==> config.mk <==
export PLATFORM = sky130hd
export DESIGN_NAME = xdma_usr_irq_ctrl_flat
export DESIGN_NICKNAME = d
export VERILOG_FILES = /design/src/rtl/xdma_usr_irq_ctrl_pkg.sv /design/src/rtl/xdma_usr_irq_ctrl_if.sv /design/src/rtl/xdma_usr_irq_chan.sv /design/src/rtl/xdma_usr_irq_ctrl.sv /design/src/flat_wrapper.sv
export SDC_FILE = /design/constraint.sdc
export NUM_CORES = 1
export LEC_CHECK = 0
export ABC_CLOCK_PERIOD_IN_PS = 6250
export BUFFER_PORTS_ARGS = -buffer_cell sky130_fd_sc_hd__buf_2
export CAP_MARGIN = 10
export CORE_UTILIZATION = 60
export DETAILED_ROUTE_END_ITERATION = 12
export PLACE_DENSITY = 0.84
export SLEW_MARGIN = 20
export SYNTH_ARGS = -nofsm -noshare
export SYNTH_HDL_FRONTEND = slang
export SYNTH_SLANG_ARGS = --single-unit
==> constraint.sdc <==
create_clock -name clk -period 6.25 [get_ports clk]
set_input_delay 0.9375 -clock clk [delete_from_list [all_inputs] [get_ports clk]]
set_output_delay 0.9375 -clock clk [all_outputs]
set_load 0.01 [all_outputs]
==> src/rtl/xdma_usr_irq_ctrl_pkg.sv <==
// Shared types and constants for the XDMA user interrupt controller.
package pcie_irq_pkg;

    // Per-vector handshake state.
    typedef enum logic [1:0] {
        IRQ_IDLE    = 2'd0,
        IRQ_REQ     = 2'd1,
        IRQ_HOLDOFF = 2'd2
    } irq_state_e;

    localparam int DEF_NUM_VEC     = 4;
    localparam int DEF_HOLDOFF_CYC = 16;
    localparam int DEF_ACK_TIMEOUT = 4096;
    localparam int DEF_CNT_W       = 8;

    // One timer serves both the ack wait (counts up to ACK_TIMEOUT-1) and the
    // holdoff (counts down from HOLDOFF_CYC-1), so it is sized for the larger.
    function automatic int timer_width(input int holdoff_cyc, input int ack_timeout);
        int max_cyc;
        max_cyc = (holdoff_cyc > ack_timeout) ? holdoff_cyc : ack_timeout;
        return (max_cyc > 1) ? $clog2(max_cyc) : 1;
    endfunction

endpackage

==> src/rtl/xdma_usr_irq_ctrl_if.sv <==
// XDMA user interrupt handshake: level request out, one-cycle ack back,
// plus the MSI enable that gates new requests.
interface xdma_usr_irq_ctrl_if
    import pcie_irq_pkg::*;
#(
    parameter int NUM_VEC = DEF_NUM_VEC
);
    logic [NUM_VEC-1:0] usr_irq_req;
    logic [NUM_VEC-1:0] usr_irq_ack;
    logic               msi_enable;

    // Interrupt controller side.
    modport master (
        output usr_irq_req,
        input  usr_irq_ack,
        input  msi_enable
    );

    // XDMA core side.
    modport slave (
        input  usr_irq_req,
        output usr_irq_ack,
        output msi_enable
    );
endinterface

==> src/rtl/xdma_usr_irq_chan.sv <==
// One interrupt vector: event capture, coalescing counter, request/ack FSM
// with ack timeout and post-request holdoff, sticky timeout flag.
module xdma_usr_irq_chan
    import pcie_irq_pkg::*;
#(
    parameter int HOLDOFF_CYC = DEF_HOLDOFF_CYC,
    parameter int ACK_TIMEOUT = DEF_ACK_TIMEOUT,
    parameter int CNT_W       = DEF_CNT_W
) (
    input  logic             clk,
    input  logic             rst_n,
    input  logic             evt,
    input  logic             mask,
    input  logic             msi_enable,
    input  logic             ack,
    input  logic             err_clr,
    output logic             req,
    output logic             pending,
    output logic [CNT_W-1:0] coal_cnt,
    output logic             timeout_err
);

    localparam int TMR_W = timer_width(HOLDOFF_CYC, ACK_TIMEOUT);
    localparam logic [TMR_W-1:0] TMR_TO_LAST   = TMR_W'(ACK_TIMEOUT - 1);
    localparam logic [TMR_W-1:0] TMR_HOLD_LOAD = TMR_W'(HOLDOFF_CYC - 1);

    irq_state_e       state_q, state_d;
    logic [TMR_W-1:0] timer_q, timer_d;
    logic             pending_q, pending_d;
    logic [CNT_W-1:0] cnt_q, cnt_d;
    logic             err_q, err_d;
    logic             issue;

    // A fresh event is visible to the IDLE decision in its own cycle, which
    // gives the one-cycle event-to-request latency.
    assign issue = (pending_q || evt) && !mask && msi_enable;

    // Next-state, timer, pending, coalescing and error-flag logic.
    always_comb begin
        // NOTE: every variable gets a default before the case so no path leaves it unassigned (no latch).
        state_d   = state_q;
        timer_d   = timer_q;
        pending_d = pending_q || evt;
        cnt_d     = (evt && (cnt_q != {CNT_W{1'b1}})) ? cnt_q + 1'b1 : cnt_q;
        err_d     = err_clr ? 1'b0 : err_q;

        unique case (state_q)
            IRQ_IDLE: begin
                if (issue) begin
                    state_d   = IRQ_REQ;
                    timer_d   = '0;
                    // An event landing on top of an already pending one
                    // earns a further request; otherwise it is consumed here.
                    pending_d = pending_q && evt;
                end
            end
            IRQ_REQ: begin
                if (ack) begin
                    state_d = IRQ_HOLDOFF;
                    timer_d = TMR_HOLD_LOAD;
                    cnt_d   = evt ? CNT_W'(1) : '0;
                end else if (timer_q == TMR_TO_LAST) begin
                    state_d   = IRQ_HOLDOFF;
                    timer_d   = TMR_HOLD_LOAD;
                    pending_d = 1'b1;
                    // Set beats a simultaneous clear.
                    err_d     = 1'b1;
                end else begin
                    timer_d = timer_q + 1'b1;
                end
            end
            IRQ_HOLDOFF: begin
                if (timer_q == '0) begin
                    state_d = IRQ_IDLE;
                end else begin
                    timer_d = timer_q - 1'b1;
                end
            end
            default: begin
                state_d = IRQ_IDLE;
                timer_d = '0;
            end
        endcase
    end

    // State registers with synchronous active-low reset.
    always_ff @(posedge clk) begin
        // NOTE: sequential state uses non-blocking assignments so every register samples pre-edge values.
        if (!rst_n) begin
            state_q   <= IRQ_IDLE;
            timer_q   <= '0;
            pending_q <= 1'b0;
            cnt_q     <= '0;
            err_q     <= 1'b0;
        end else begin
            state_q   <= state_d;
            timer_q   <= timer_d;
            pending_q <= pending_d;
            cnt_q     <= cnt_d;
            err_q     <= err_d;
        end
    end

    assign req         = (state_q == IRQ_REQ);
    assign pending     = pending_q;
    assign coal_cnt    = cnt_q;
    assign timeout_err = err_q;

endmodule

==> src/rtl/xdma_usr_irq_ctrl.sv <==
// User interrupt controller in front of the xdma_0 usr_irq port: one
// independent channel per vector, outputs concatenated by vector index.
module xdma_usr_irq_ctrl
    import pcie_irq_pkg::*;
#(
    parameter int NUM_VEC     = DEF_NUM_VEC,
    parameter int HOLDOFF_CYC = DEF_HOLDOFF_CYC,
    parameter int ACK_TIMEOUT = DEF_ACK_TIMEOUT,
    parameter int CNT_W       = DEF_CNT_W
) (
    input  logic                     clk,
    input  logic                     rst_n,
    input  logic [NUM_VEC-1:0]       evt_i,
    input  logic [NUM_VEC-1:0]       mask_i,
    input  logic [NUM_VEC-1:0]       err_clr_i,
    output logic [NUM_VEC-1:0]       irq_pending_o,
    output logic [NUM_VEC*CNT_W-1:0] coal_cnt_o,
    output logic [NUM_VEC-1:0]       timeout_err_o,
    xdma_usr_irq_ctrl_if.master      irq_if
);

    for (genvar v = 0; v < NUM_VEC; v++) begin : g_chan
        xdma_usr_irq_chan #(
            .HOLDOFF_CYC (HOLDOFF_CYC),
            .ACK_TIMEOUT (ACK_TIMEOUT),
            .CNT_W       (CNT_W)
        ) u_chan (
            .clk         (clk),
            .rst_n       (rst_n),
            .evt         (evt_i[v]),
            .mask        (mask_i[v]),
            .msi_enable  (irq_if.msi_enable),
            .ack         (irq_if.usr_irq_ack[v]),
            .err_clr     (err_clr_i[v]),
            .req         (irq_if.usr_irq_req[v]),
            .pending     (irq_pending_o[v]),
            .coal_cnt    (coal_cnt_o[v*CNT_W +: CNT_W]),
            .timeout_err (timeout_err_o[v])
        );
    end

endmodule
==> src/flat_wrapper.sv <==
// flat-port wrapper written by rule: the top's interface ports become plain ports
module xdma_usr_irq_ctrl_flat import pcie_irq_pkg::*;
#(
    parameter int NUM_VEC     = DEF_NUM_VEC,
    parameter int HOLDOFF_CYC = DEF_HOLDOFF_CYC,
    parameter int ACK_TIMEOUT = DEF_ACK_TIMEOUT,
    parameter int CNT_W       = DEF_CNT_W
)
  (clk, rst_n, evt_i, mask_i, err_clr_i, irq_pending_o, coal_cnt_o, timeout_err_o, irq_if_usr_irq_req, irq_if_usr_irq_ack, irq_if_msi_enable);
  xdma_usr_irq_ctrl_if #(.NUM_VEC(NUM_VEC)) irq_if_i ();
  input  logic clk;
  input  logic rst_n;
  input  logic [NUM_VEC-1:0] evt_i;
  input  logic [NUM_VEC-1:0] mask_i;
  input  logic [NUM_VEC-1:0] err_clr_i;
  output logic [NUM_VEC-1:0] irq_pending_o;
  output logic [NUM_VEC*CNT_W-1:0] coal_cnt_o;
  output logic [NUM_VEC-1:0] timeout_err_o;
  output wire logic [$bits(irq_if_i.usr_irq_req)-1:0] irq_if_usr_irq_req;
  input wire logic [$bits(irq_if_i.usr_irq_ack)-1:0] irq_if_usr_irq_ack;
  input wire logic [$bits(irq_if_i.msi_enable)-1:0] irq_if_msi_enable;
  assign irq_if_usr_irq_req = irq_if_i.usr_irq_req;
  assign irq_if_i.usr_irq_ack = irq_if_usr_irq_ack;
  assign irq_if_i.msi_enable = irq_if_msi_enable;
  xdma_usr_irq_ctrl #(.NUM_VEC(NUM_VEC), .HOLDOFF_CYC(HOLDOFF_CYC), .ACK_TIMEOUT(ACK_TIMEOUT), .CNT_W(CNT_W)) u_core (.clk(clk), .rst_n(rst_n), .evt_i(evt_i), .mask_i(mask_i), .err_clr_i(err_clr_i), .irq_pending_o(irq_pending_o), .coal_cnt_o(coal_cnt_o), .timeout_err_o(timeout_err_o), .irq_if(irq_if_i));
endmodule
==> results.py <==
metrics = {
    "outcome": {
        "status": "completed",
    },
    "floorplan": {
        "io_pins": 63,
        "start_util": 0.623,
        "dieArea_um2": 11200,
        "die_x_um": 106,
        "rows": 37,
        "core-area_um2": 10400,
        "fp.dieH_um": 106,
    },
    "grt": {
        "grt.met1_usage": 0.389,
        "antenna_found_initial": 0,
        "grt_max_degree": 23,
        "grt_pass1_vias": 5703,
        "grt.overflow.total": 0,
        "use_met3": 0.0552,
        "grt_most_used_layer": "met2",
        "track_usage": 0.286,
        "grt_pass1_wl_mm": 26.5,
        "met2_usage": 0.446,
    },
    "synthesis": {
        "synth_top_family_by_area": "simple AND/OR/NAND/NOR gates",
        "synth-compound-area-share": 0.239,
        "yosysWarnings": 0,
        "synth_cell_types": 66,
        "muxShareOfSynthArea": 0.00463,
        "synthArstFlopShare": 0,
        "synth_cells": 892,
        "synth-simple-area-share": 0.294,
        "synthAdderAreaFrac": 0.0540,
        "ys.flop_type": "dfxtp_1",
        "synth_fp_nets": 939,
        "ys_seq_area_frac": 0.296,
        "syn_area_per_cell_um2": 7.28,
        "synth_xor_xnor_area_share": 0.0459,
        "synth.ff_latch_count": 96,
        "synth_area_um2": 6490,
        "synth_edf_count": 0,
    },
    "cts": {
        "clkLatencyLatePin_ns": 0.39,
        "cts_buffers": 9,
        "clockBufferDepth": 2,
        "cts_sinks": 96,
        "cts_setup_buffers": 0,
        "path_clk_slew_ns": 0.10,
        "ctsHtreeMaxLevel": 3,
        "cts_resized": 0,
        "cts_root_buffer": "clkbuf_8",
        "cts_tree": "yes",
        "hold_buffers": 0,
    },
    "routing": {
        "first_pass_iters": 5,
        "wl_per_cell_um": 15.1,
        "drtAntennaViolNets": 0,
        "drt_iter0_drc": 423,
        "wl_mm": 15.8,
        "routed-via-count": 6486,
        "drc": 0,
        "vias_per_cell": 6.22,
    },
    "setup_path": {
        "endpoint_kind": "flop",
        "path_max_fanout": 14,
        "worstSetupPathType": "reg2reg",
        "crit_arrival_ns": 3.06,
        "critPathRequiredTime_ns": 6.52,
        "regToRegSetupSlack_ns": 3.45,
        "start_kind": "flop",
        "crit_slowest_cell": "o211ai_1",
        "slowest_delay_ns": 0.91,
        "crit_chain": "nor4_2, nand4_1, o211ai_1, nor2_1, a311oi_1, a21oi_1",
        "rr_worst_depth": 6,
    },
    "timing": {
        "setup_violations": 0,
        "fin_skew_ns": 0.0108,
        "fmax_mhz": 358,
        "worst_pin_slew_ns": 1.07,
        "hold_viol_final": 0,
        "slew_viol_final": 0,
        "grt_setup_unrepaired": "false",
        "finalSetupTns_ns": 0,
        "relSlewSlack": 0.285,
        "period_needed_ns": 2.80,
        "fin_crit_sh": 0.447,
    },
    "run": {
        "drv_cap": 0,
    },
    "final_layout": {
        "nets": 949,
        "final_core_util": 0.659,
        "layout_common_cells": "nor2_1 (106), dfxtp_1 (96), nand2_1 (87)",
        "nFillCells": 942,
        "antennaDiodeCount": 0,
        "drive_gt1_frac": 0.101,
        "area_growth_pct": 5.69,
        "mostFrequentLayoutCell": "nor2_1",
    },
    "min_path": {
        "hold_class": "reg2reg",
        "whs_path_depth": 2,
    },
    "pwr": {
        "ir_drop_mv": 0.180,
        "pwr_density_cell_nw_per_um2": 231,
        "leakage_nw": 2.61,
    },
    "place": {
        "io_buffers": 62,
        "dp_hpwl_mm": 11.1,
        "gp_congestion": 0.922,
    },
}
## cells in the mapped netlist, drive strengths merged (23+ instances only)
cell	count	area, um^2
dfxtp	96	1920
buf	23	161
nand3	45	225
inv	31	116
nand4	28	181
o21ai	77	385
ha	28	350
nor3	35	175
a21oi	66	334
clkbuf	40	150
nand2	87	327
nor2	106	398
## final cells by class
cell class	instances	area, um^2	area share
timing repair buffer	62	310	0.0452
tap	136	170	0.0248
clock inverter	5	41.3	0.00602
sequential	96	1920	0.280
clock buffer	11	151	0.0221
multi-input combinational	702	4150	0.605
inverter	31	116	0.0170
## path summary, 6_finish.rpt
| kind | to | start |
|---|---|---|
| worst max-delay path | u_core.g_chan[2].u_chan.timer_q[8]$_SDFFE_PN0P_ | u_core.g_chan[2].u_chan.timer_q[4]$_SDFFE_PN0P_ |
| worst min-delay path | u_core.g_chan[0].u_chan.state_q[0]$_SDFFE_PN0P_ | u_core.g_chan[0].u_chan.state_q[0]$_SDFFE_PN0P_ |
| worst max register to register | u_core.g_chan[2].u_chan.timer_q[8]$_SDFFE_PN0P_ | u_core.g_chan[2].u_chan.timer_q[4]$_SDFFE_PN0P_ |
| worst min register to register | u_core.g_chan[0].u_chan.state_q[0]$_SDFFE_PN0P_ | u_core.g_chan[0].u_chan.state_q[0]$_SDFFE_PN0P_ |
## registers in the layout, indices dropped and copies added, names as in the netlist
name / count
u_core.g_chan.u_chan.state_q: 8
u_core.g_chan.u_chan.timeout_err: 4
u_core.g_chan.u_chan.coal_cnt: 32
u_core.g_chan.u_chan.pending: 4
u_core.g_chan.u_chan.timer_q: 48
## layer usage
metal	wire length, um	vias to the layer above	share of wire
li1	-	3237	-
met1	7310	2961	0.46
met2	7060	259	0.45
met3	1120	29	0.071
met4	266	0	0.017
met5	0	-	0
## power by group
group / switching, W / leakage (nW) / internal, W / total, W
sequential: 0.0000383 / 0.777 / 0.000642 / 0.000680
combinational: 0.000326 / 1.74 / 0.000170 / 0.000497
clock: 0.000242 / 0.0917 / 0.000169 / 0.000411
## per-stage QoR
| stage | power (W) | cells | cell area (um^2) | hold WS, ns | setup slack (ns) |
|---|---|---|---|---|---|
| 3_3_place_gp | 0.00117 | 1027 | 6660 | 0.470 | 3.37 |
| 4_1_cts | 0.00158 | 1043 | 6850 | 0.489 | 3.53 |
| 5_1_grt | 0.00169 | 1043 | 6860 | 0.517 | 3.19 |
| 6_report | 0.00159 | 1043 | 6860 | 0.485 | 3.45 |
| 3_5_place_dp | 0.00118 | 1027 | 6660 | 0.474 | 3.31 |
| 2_1_floorplan | 0.00108 | 892 | 6490 | 0.454 | 3.87 |
## critical path: cells and delay by family, from the launching register on
kind             cells  cell delay, ns
AO/OA/AOI/OAI        3            1.28
flip-flops           1            0.43
AND/OR/NAND/NOR      3            0.95
## cells by family after synthesis
group	after synthesis
flip-flops	96
XOR/XNOR	34
multiplexers	3
buffers and inverters	94
adder cells (fa/ha/maj)	28
AND/OR/NAND/NOR	389
AO/OA/AOI/OAI	248
No activity file was read; power rests on OpenSTA's default activity.
